## src/rtl/temperature_monitor_if.sv

```systemverilog
// rtl/temperature_monitor_if.sv - sample/alarm bundle between sample source, monitor and status logic
//
// Purpose: groups the temperature sample stream and the qualified alarm
// outputs of temperature_monitor into one interface.
// Signals:
//   i_sample_valid  sample source -> monitor, new sample this cycle
//   i_temperature   sample source -> monitor, unsigned WIDTH-bit sample
//   i_alarm_ack     status logic  -> monitor, clears sticky o_alarm_seen
//   o_abnormal      monitor -> status, last valid sample out of range
//   o_alarm         monitor -> status, qualified alarm
//   o_alarm_high    monitor -> status, last qualifying abnormal was high
//   o_alarm_low     monitor -> status, last qualifying abnormal was low
//   o_alarm_seen    monitor -> status, sticky alarm-entry flag
//   o_event_count   monitor -> status, saturating alarm-entry count
// Modports: master = sample source / status side, slave = monitor.
interface temperature_monitor_if #(
  parameter int WIDTH     = 8,
  parameter int CNT_WIDTH = 8
) ();
  logic                 i_sample_valid;
  logic [WIDTH-1:0]     i_temperature;
  logic                 i_alarm_ack;
  logic                 o_abnormal;
  logic                 o_alarm;
  logic                 o_alarm_high;
  logic                 o_alarm_low;
  logic                 o_alarm_seen;
  logic [CNT_WIDTH-1:0] o_event_count;

  modport master (
    output i_sample_valid, i_temperature, i_alarm_ack,
    input  o_abnormal, o_alarm, o_alarm_high, o_alarm_low, o_alarm_seen, o_event_count
  );

  modport slave (
    input  i_sample_valid, i_temperature, i_alarm_ack,
    output o_abnormal, o_alarm, o_alarm_high, o_alarm_low, o_alarm_seen, o_event_count
  );
endinterface

```

## src/rtl/temperature_monitor.sv

```systemverilog
// rtl/temperature_monitor.sv - persistence-qualified temperature alarm with hysteresis recovery
//
// Purpose: classifies each valid sample against LOW_LIMIT/HIGH_LIMIT, raises
// the alarm after PERSIST consecutive abnormal samples and clears it after
// PERSIST consecutive samples inside [LOW_LIMIT+HYST, HIGH_LIMIT-HYST].
// Ports:
//   i_clk    system clock, all state on the rising edge
//   i_reset  synchronous active-high reset
//   mon      temperature_monitor_if.slave (sample in, alarm status out)
// All outputs are registered; invalid cycles hold every piece of state.
module temperature_monitor #(
  parameter int WIDTH      = 8,
  parameter int LOW_LIMIT  = 35,
  parameter int HIGH_LIMIT = 39,
  parameter int HYST       = 1,
  parameter int PERSIST    = 4,
  parameter int CNT_WIDTH  = 8
) (
  input  logic                  i_clk,
  input  logic                  i_reset,
  temperature_monitor_if.slave  mon
);

  localparam int RUN_W = $clog2(PERSIST + 1);

  localparam logic [WIDTH-1:0] LO_TH   = WIDTH'(LOW_LIMIT);
  localparam logic [WIDTH-1:0] HI_TH   = WIDTH'(HIGH_LIMIT);
  localparam logic [WIDTH-1:0] BAND_LO = WIDTH'(LOW_LIMIT + HYST);
  localparam logic [WIDTH-1:0] BAND_HI = WIDTH'(HIGH_LIMIT - HYST);
  localparam logic [RUN_W-1:0] PERSIST_R = RUN_W'(PERSIST);

  typedef enum logic [1:0] {
    S_NORMAL  = 2'd0,
    S_PENDING = 2'd1,
    S_ALARM   = 2'd2,
    S_RECOVER = 2'd3
  } state_t;

  state_t               r_state;
  state_t               w_state_nxt;
  logic [RUN_W-1:0]     r_run;
  logic [RUN_W-1:0]     w_run_nxt;
  logic [RUN_W-1:0]     w_run_inc;

  logic                 w_hi;
  logic                 w_lo;
  logic                 w_ab;
  logic                 w_inband;
  logic                 w_entry;
  logic                 w_exit;

  logic                 r_abnormal;
  logic                 r_alarm;
  logic                 r_alarm_high;
  logic                 r_alarm_low;
  logic                 r_alarm_seen;
  logic [CNT_WIDTH-1:0] r_event_count;

  assign w_hi     = mon.i_temperature > HI_TH;
  assign w_lo     = mon.i_temperature < LO_TH;
  assign w_ab     = w_hi | w_lo;
  assign w_inband = (mon.i_temperature >= BAND_LO) && (mon.i_temperature <= BAND_HI);

  // The run counter never exceeds PERSIST-1 while held, so the increment fits.
  assign w_run_inc = r_run + RUN_W'(1);

  always_ff @(posedge i_clk) begin
    if (i_reset) begin
      r_state <= S_NORMAL;
      r_run   <= '0;
    end else begin
      r_state <= w_state_nxt;
      r_run   <= w_run_nxt;
    end
  end

  // One run counter serves both directions: it counts abnormal samples in
  // PENDING and in-band samples in RECOVER.
  always_comb begin
    w_state_nxt = r_state;
    w_run_nxt   = r_run;
    w_entry     = 1'b0;
    w_exit      = 1'b0;
    if (mon.i_sample_valid) begin
      case (r_state)
        S_NORMAL: begin
          if (w_ab) begin
            if (PERSIST == 1) begin
              w_state_nxt = S_ALARM;
              w_run_nxt   = '0;
              w_entry     = 1'b1;
            end else begin
              w_state_nxt = S_PENDING;
              w_run_nxt   = RUN_W'(1);
            end
          end else begin
            w_run_nxt = '0;
          end
        end
        S_PENDING: begin
          if (w_ab) begin
            if (w_run_inc == PERSIST_R) begin
              w_state_nxt = S_ALARM;
              w_run_nxt   = '0;
              w_entry     = 1'b1;
            end else begin
              w_run_nxt = w_run_inc;
            end
          end else begin
            w_state_nxt = S_NORMAL;
            w_run_nxt   = '0;
          end
        end
        S_ALARM: begin
          if (w_inband) begin
            if (PERSIST == 1) begin
              w_state_nxt = S_NORMAL;
              w_run_nxt   = '0;
              w_exit      = 1'b1;
            end else begin
              w_state_nxt = S_RECOVER;
              w_run_nxt   = RUN_W'(1);
            end
          end else begin
            w_run_nxt = '0;
          end
        end
        S_RECOVER: begin
          if (w_inband) begin
            if (w_run_inc == PERSIST_R) begin
              w_state_nxt = S_NORMAL;
              w_run_nxt   = '0;
              w_exit      = 1'b1;
            end else begin
              w_run_nxt = w_run_inc;
            end
          end else begin
            // Normal-but-outside-band samples also land here and restart recovery.
            w_state_nxt = S_ALARM;
            w_run_nxt   = '0;
          end
        end
        default: begin
          w_state_nxt = S_NORMAL;
          w_run_nxt   = '0;
        end
      endcase
    end
  end

  always_ff @(posedge i_clk) begin
    if (i_reset) begin
      r_abnormal    <= 1'b0;
      r_alarm       <= 1'b0;
      r_alarm_high  <= 1'b0;
      r_alarm_low   <= 1'b0;
      r_alarm_seen  <= 1'b0;
      r_event_count <= '0;
    end else begin
      if (mon.i_sample_valid) begin
        r_abnormal <= w_ab;
      end
      r_alarm <= (w_state_nxt == S_ALARM) || (w_state_nxt == S_RECOVER);

      if (w_entry) begin
        r_alarm_high <= w_hi;
        r_alarm_low  <= w_lo;
      end else if (w_exit) begin
        r_alarm_high <= 1'b0;
        r_alarm_low  <= 1'b0;
      end else if (mon.i_sample_valid && w_ab &&
                   ((r_state == S_ALARM) || (r_state == S_RECOVER))) begin
        // While alarmed, the direction tracks the most recent abnormal sample.
        r_alarm_high <= w_hi;
        r_alarm_low  <= w_lo;
      end

      // Entry outranks a same-cycle acknowledge so a new alarm is never lost.
      if (w_entry) begin
        r_alarm_seen <= 1'b1;
      end else if (mon.i_alarm_ack) begin
        r_alarm_seen <= 1'b0;
      end

      if (w_entry && (r_event_count != '1)) begin
        r_event_count <= r_event_count + CNT_WIDTH'(1);
      end
    end
  end

  assign mon.o_abnormal    = r_abnormal;
  assign mon.o_alarm       = r_alarm;
  assign mon.o_alarm_high  = r_alarm_high;
  assign mon.o_alarm_low   = r_alarm_low;
  assign mon.o_alarm_seen  = r_alarm_seen;
  assign mon.o_event_count = r_event_count;

endmodule

```

## src/flat_wrapper.sv

```systemverilog
// flat-port wrapper written by rule: the top's interface ports become plain ports
module temperature_monitor_flat 
#(
  parameter int WIDTH      = 8,
  parameter int LOW_LIMIT  = 35,
  parameter int HIGH_LIMIT = 39,
  parameter int HYST       = 1,
  parameter int PERSIST    = 4,
  parameter int CNT_WIDTH  = 8
)
  (i_clk, i_reset, mon_i_sample_valid, mon_i_temperature, mon_i_alarm_ack, mon_o_abnormal, mon_o_alarm, mon_o_alarm_high, mon_o_alarm_low, mon_o_alarm_seen, mon_o_event_count);
  temperature_monitor_if #(.WIDTH(WIDTH), .CNT_WIDTH(CNT_WIDTH)) mon_i ();
  input  logic i_clk;
  input  logic i_reset;
  input wire logic [$bits(mon_i.i_sample_valid)-1:0] mon_i_sample_valid;
  input wire logic [$bits(mon_i.i_temperature)-1:0] mon_i_temperature;
  input wire logic [$bits(mon_i.i_alarm_ack)-1:0] mon_i_alarm_ack;
  output wire logic [$bits(mon_i.o_abnormal)-1:0] mon_o_abnormal;
  output wire logic [$bits(mon_i.o_alarm)-1:0] mon_o_alarm;
  output wire logic [$bits(mon_i.o_alarm_high)-1:0] mon_o_alarm_high;
  output wire logic [$bits(mon_i.o_alarm_low)-1:0] mon_o_alarm_low;
  output wire logic [$bits(mon_i.o_alarm_seen)-1:0] mon_o_alarm_seen;
  output wire logic [$bits(mon_i.o_event_count)-1:0] mon_o_event_count;
  assign mon_i.i_sample_valid = mon_i_sample_valid;
  assign mon_i.i_temperature = mon_i_temperature;
  assign mon_i.i_alarm_ack = mon_i_alarm_ack;
  assign mon_o_abnormal = mon_i.o_abnormal;
  assign mon_o_alarm = mon_i.o_alarm;
  assign mon_o_alarm_high = mon_i.o_alarm_high;
  assign mon_o_alarm_low = mon_i.o_alarm_low;
  assign mon_o_alarm_seen = mon_i.o_alarm_seen;
  assign mon_o_event_count = mon_i.o_event_count;
  temperature_monitor #(.WIDTH(WIDTH), .LOW_LIMIT(LOW_LIMIT), .HIGH_LIMIT(HIGH_LIMIT), .HYST(HYST), .PERSIST(PERSIST), .CNT_WIDTH(CNT_WIDTH)) u_core (.i_clk(i_clk), .i_reset(i_reset), .mon(mon_i));
endmodule
```

## config.mk

```make
export PLATFORM = sky130hd
export DESIGN_NAME = temperature_monitor_flat
export DESIGN_NICKNAME = d
export VERILOG_FILES = /design/src/rtl/temperature_monitor_if.sv /design/src/rtl/temperature_monitor.sv /design/src/flat_wrapper.sv
export SDC_FILE = /design/constraint.sdc
export NUM_CORES = 1
export LEC_CHECK = 0
export ABC_AREA = 1
export ABC_CLOCK_PERIOD_IN_PS = 1350
export CELL_PAD_IN_SITES_DETAIL_PLACEMENT = 1
export CELL_PAD_IN_SITES_GLOBAL_PLACEMENT = 1
export CORE_ASPECT_RATIO = 1.4
export CORE_MARGIN = 2
export CORE_UTILIZATION = 38
export DETAILED_ROUTE_END_ITERATION = 8
export DONT_BUFFER_PORTS = 1
export PLACE_DENSITY = 0.73
export SLEW_MARGIN = 20
export SYNTH_ARGS = -nofsm -noshare
export SYNTH_HDL_FRONTEND = slang
export SYNTH_SLANG_ARGS = --single-unit
```

## constraint.sdc

```tcl
create_clock -name i_clk -period 1.35 [get_ports i_clk]
set_input_delay 0.3375 -clock i_clk [delete_from_list [all_inputs] [get_ports i_clk]]
set_output_delay 0.3375 -clock i_clk [all_outputs]
set_load 0.05 [all_outputs]
```

Yosys cells after proc, flatten, opt, wreduce, memory -nomap -nowiden
Index checks and enable logic that the tools add are counted.

storage, ports and cells
  input port bits = 12
  register bits after elaboration = 18

cells by class
  $lt $le $gt $ge = 4
  reductions and logical operators = 9
  mux-type cells = 29
  eq/ne operators = 7
  bitwise operators = 1
  $add $sub $neg = 2

operators by type and width
  kind                 number
  $mux 1               17
  $mux 2               7
  $pmux 3 s4           1
  $mux 3               3
  $add 8x1->8 const B  1
  $eq 2x2->1 const B   4
  $ge 8x6->1 const B   1
  $gt 8x6->1 const B   1
  $le 8x6->1 const B   1
  $lt 8x6->1 const B   1
  $ne 8x8->1 const B   1
  $pmux 2 s4           1
  $logic_and 1x1->1    4
  $add 3x1->3 const B  1
  $eq 3x3->1 const B   1
  $reduce_bool 3->1    1
  $eq 2x1->1 const B   1
  $logic_not 2->1      1
  $logic_or 1x1->1     2
  $reduce_bool 2->1    1
  $or 1x1->1           1

Depth between registers and ports, before layout
  depth in word-level cells = 8
  mapped depth = 10
  mapped depth without buffers = 10

Worst setup path after synthesis
OpenSTA, ideal clock, no wires.

  path type = flip-flop to flip-flop
  from = reg u_core.r_event_count[0], in the netlist u_core.mon.o_event_count[0]
  to = reg u_core.r_event_count[5], in the netlist u_core.mon.o_event_count[5]
  arrival time = 1.608 ns
  setup slack = -0.390 ns
  setup time = 0.132 ns
  clock period less this slack = 1.740 ns
  cell stages (with the launch flop) = 9
  required time = 1.218 ns
  cell sequence = dfxtp_1 > ha_1 > inv_1 > nor2_1 > nand4_1 > nand4_4 > inv_4 > nand2_1 > a21oi_2

between the ends
  cells in the longest elaborated chain, start to end = 2
  elaborated cells between the ends (all ways) = 3
  classes of those cells = add/sub (1); eq/ne (1); reduce/logical (1)

ends and longest elaborated chain
  element                                                              RTL line                    RTL
  start, declared                                                      temperature_monitor.sv:57   logic [CNT_WIDTH-1:0] r_event_count;
  start signal, assigned                                               temperature_monitor.sv:186  r_event_count <= r_event_count + CNT_WIDTH'(1);
  parallel branches: the longest is 2 deep, another holds $add 8x1->8  --

Several ways; the timed one is not identified.
A chain may end at the register's enable or synchronous reset.

Final worst setup path
  from = reg u_core.r_run[1]
  to = reg u_core.r_event_count[4], in the netlist u_core.mon.o_event_count[4]

between the ends
  cells in the longest elaborated chain, start to end = 7

ends and longest elaborated chain
  element                 RTL line                    RTL
  start, declared         temperature_monitor.sv:41   logic [RUN_W-1:0] r_run;
  start signal, assigned  temperature_monitor.sv:73   r_run <= w_run_nxt;
  $add 3x1->3             temperature_monitor.sv:65   assign w_run_inc = r_run + RUN_W'(1);
  $eq 3x3->1              temperature_monitor.sv:102  if (w_run_inc == PERSIST_R) begin
  $mux 1                  temperature_monitor.sv:102
  $mux 1                  temperature_monitor.sv:101  if (w_ab) begin
  $mux 1                  temperature_monitor.sv:85   case (r_state)
  $mux 1                  temperature_monitor.sv:84   if (mon.i_sample_valid) begin
  $logic_and 1x1->1       temperature_monitor.sv:185  if (w_entry && (r_event_count != '1)) begin

No other way between the ends.

==> results.py <==
metrics = {
    "run_status": {
        "status": "complete, but fails checks",
        "violations": "negative setup slack",
    },
    "clock_tree": {
        "cts_root_buf": "clkbuf_8",
        "clock_sinks": 18,
        "clockBufferDepth": 2,
        "cts_buffers": 3,
        "clk_transition_reported_paths_ns": 0.07,
        "worstSkewPairLatency_ns": 0.25,
        "cts_tree": "done",
        "hold_buffers": 0,
        "h-tree-depth": 1,
    },
    "global_route": {
        "grt_pass1_wl_mm": 5.60,
        "antenna_found_initial": 0,
        "grt_use_total": 0.215,
        "grt_max_degree": 16,
        "grt_pass1_vias": 1257,
        "overflow": 0,
    },
    "worst_setup_path": {
        "r2r.worst_path.cells": 9,
        "slowest_delay_ns": 0.38,
        "arrival_ns": 1.65,
        "crit_start": "u_core.r_run[1]",
        "r2r-end": "u_core.mon.o_event_count[4]",
        "start_kind": "flip-flop",
        "crit_fanout": 8,
        "crit_required_ns": 1.52,
        "cp_cell_sequence": "ha_4 -> inv_2 -> nand2_4 -> nand3_4 -> nor2_4 -> nand4_4 -> clkinv_4 -> nand2_2 -> a21oi_2",
        "rrSetupSlack_ns": -0.12,
        "cp-endpoint": "u_core.mon.o_event_count[4]",
        "path_class": "reg2reg",
        "crit_slowest_cell": "dfxtp_4",
        "critPathCaptureType": "flip-flop",
        "reg2reg_from": "u_core.r_run[1]",
    },
    "synthesis": {
        "synthAdderAreaFrac": 0.0331,
        "syn-instance-count": 169,
        "synth-compound-area-share": 0.132,
        "netlist_area_um2": 1130,
        "synth_warnings": 0,
        "yosys-mux-area-fraction": 0,
        "ys_types": 23,
        "synth.avg_cell_area_um2": 6.72,
        "syn_nets": 184,
        "synth-xor-area-share": 0.0463,
        "yosys.area.top_type_share": 0.318,
        "yosysTopAreaCell": "dfxtp_1",
        "yosys.area_share.simple": 0.379,
        "synth_top_family_by_area": "simple AND/OR/NAND/NOR gates",
        "yosysSeqAreaShare": 0.318,
        "yosys_register_bits": 18,
        "synth_area_leaders": "dfxtp_1 32%, nand2_1 17%, a21oi_1 7.9%",
    },
    "place": {
        "placedCellCount": 223,
        "place.port_buffers": 0,
        "dpl-instance-area_um2": 1360,
        "place.gp.congestion": 0.858,
        "hpwlAfterDp_mm": 2.46,
        "place_ws_ns": -0.139,
    },
    "routing": {
        "drc": 0,
        "ant_nets": 0,
        "vias": 1198,
        "drt_iter0_drc": 13,
        "drtPass1Iterations": 4,
        "viasPerCell": 5.14,
        "drt-total-wl_mm": 3.42,
        "wire_per_inst_um": 14.7,
    },
    "final_layout": {
        "antennaDiodeCount": 0,
        "finalNonFillerCells": 233,
        "drive_gt1_frac": 0.378,
        "syn_to_final_growth_pct": 38.4,
        "final_area_um2": 1570,
        "nets": 212,
    },
    "die": {
        "die_area_um2": 3450,
        "core-area_um2": 2850,
        "start_util": 0.398,
        "fp.dieW_um": 50.2,
        "die_h_um": 68.7,
        "num_rows": 23,
        "io_pins": 25,
    },
    "sta": {
        "slew_violations": 0,
        "tightest_slew_ns": 0.524,
        "fin_skew_ns": 0.00817,
        "whs_ns": 0.129,
        "period_needed_ns": 1.47,
        "timing.fmax_ghz": 0.678,
        "slew-limit-headroom": 0.650,
        "setup_slack_ns": -0.125,
        "hold_viol": 0,
        "rsz0062_at_grt": "yes",
        "min_period_over_period": 1.09,
        "finalSetupViolCount": 13,
    },
    "power": {
        "power_density_nw_per_um2": 701,
        "p_leak_nw": 0.688,
        "ir_worst_vdd_uv": 465,
    },
    "run": {
        "maxCapViolCount": 0,
    },
    "min_path": {
        "hold_path_class": "in2reg",
    },
}
-- how the worst min path moves through the flow --
stage	endpoint	from	slack, ns	cells past startpoint
floorplan	u_core.mon.o_event_count[0]	i_reset	0.40	1
global placement	u_core.mon.o_event_count[3]	i_reset	0.40	1
detailed placement	u_core.mon.o_event_count[3]	i_reset	0.40	1
CTS	u_core.mon.o_event_count[3]	i_reset	0.12	1
global route	u_core.mon.o_event_count[3]	i_reset	0.12	1
finish	u_core.mon.o_event_count[1]	i_reset	0.13	1
-- cells in the mapped netlist (all sizes together) --
cell type  number
nor2           17
nand4           6
ha              3
inv            24
xor2            4
dfxtp          18
nand3          10
clkbuf          1
a21oi          20
o21bai          1
xnor2           2
nand2          53
nor3            1
o21ai           7
nand3b          1
buf             1
-- layer usage --
metal	part of all wire	GRT usage	up-vias
met5	0	0	-
li1	-	-	595
met4	0.020	0.0521	0
met3	0.026	0.0237	6
met2	0.61	0.467	21
met1	0.34	0.207	576
-- logic make-up (layout without fill, tap and decap cells) --
kind of cell             count (synthesis)  after routing
buffers and inverters                   26             53
AND/OR/NAND/NOR                         88             88
AO/OA/AOI/OAI                           28             28
XOR/XNOR                                 6              6
flip-flops                              18             18
adder cells (fa/ha/maj)                  3              3
-- flip-flops by register name, indices dropped and copies added, names as in the netlist --
| register | cells |
|---|---|
| u_core.r_run | 3 |
| u_core.mon.o_abnormal | 1 |
| u_core.mon.o_alarm_seen | 1 |
| u_core.r_state | 2 |
| u_core.mon.o_alarm_high | 1 |
| u_core.mon.o_alarm_low | 1 |
| u_core.mon.o_event_count | 8 |
| u_core.mon.o_alarm | 1 |
-- metrics by stage --
step / total power [mW] / util / TNS, ns
final: 1.10 / 0.551 / -1.00
after global routing: 1.15 / 0.551 / -2.15
after CTS: 1.11 / 0.521 / -0.511
after detailed placement: 0.717 / 0.476 / -1.28
after global placement: 0.711 / 0.476 / -0.534
after floorplan: 0.684 / - / 0
-- layout by cell type, fill, tap and decap left out, drive strengths merged, types with 3 or more instances in the layout --
cell type / Yosys / routed
o21ai: 7 / 7
ha: 3 / 3
clkbuf: 1 / 4
xor2: 4 / 4
nand4: 6 / 6
buf: 1 / 25
a21oi: 20 / 20
nand2: 53 / 53
inv: 24 / 23
nand3: 10 / 10
dfxtp: 18 / 18
nor2: 17 / 17
-- cell type report --
class                           count  area [µm²]
Fill cell                         371        1280
Multi-Input combinational cell    125         798
Sequential cell                    18         382
Timing Repair Buffer               25         204
Inverter                           24        95.1
Tap cell                           37        46.3
Clock buffer                        4        45.0
-- power breakdown --
part	internal (mW)	total, mW	switching (mW)	leakage, nW
registers	0.541	0.568	0.0270	0.152
logic	0.0559	0.146	0.0898	0.513
clock network	0.209	0.386	0.177	0.0228
total	0.806	1.10	0.294	0.688
-- critical path: cells and delay by family, from the launching register on --
family	cells	cell delay [ns]
AOI/OAI and AO/OA	1	0.15
buffers and inverters	2	0.17
and+or+nand+nor	5	0.53
DFF	1	0.38
adders and majority gates	1	0.16
-- what timing repair did --
item / CTS / global route
gates resized for setup: 13 / 18
setup buffers: 4 / 2
pin swaps: 8 / 10
endpoints found under the setup margin: 10 / 14
Power figures use the tool's default switching activity.
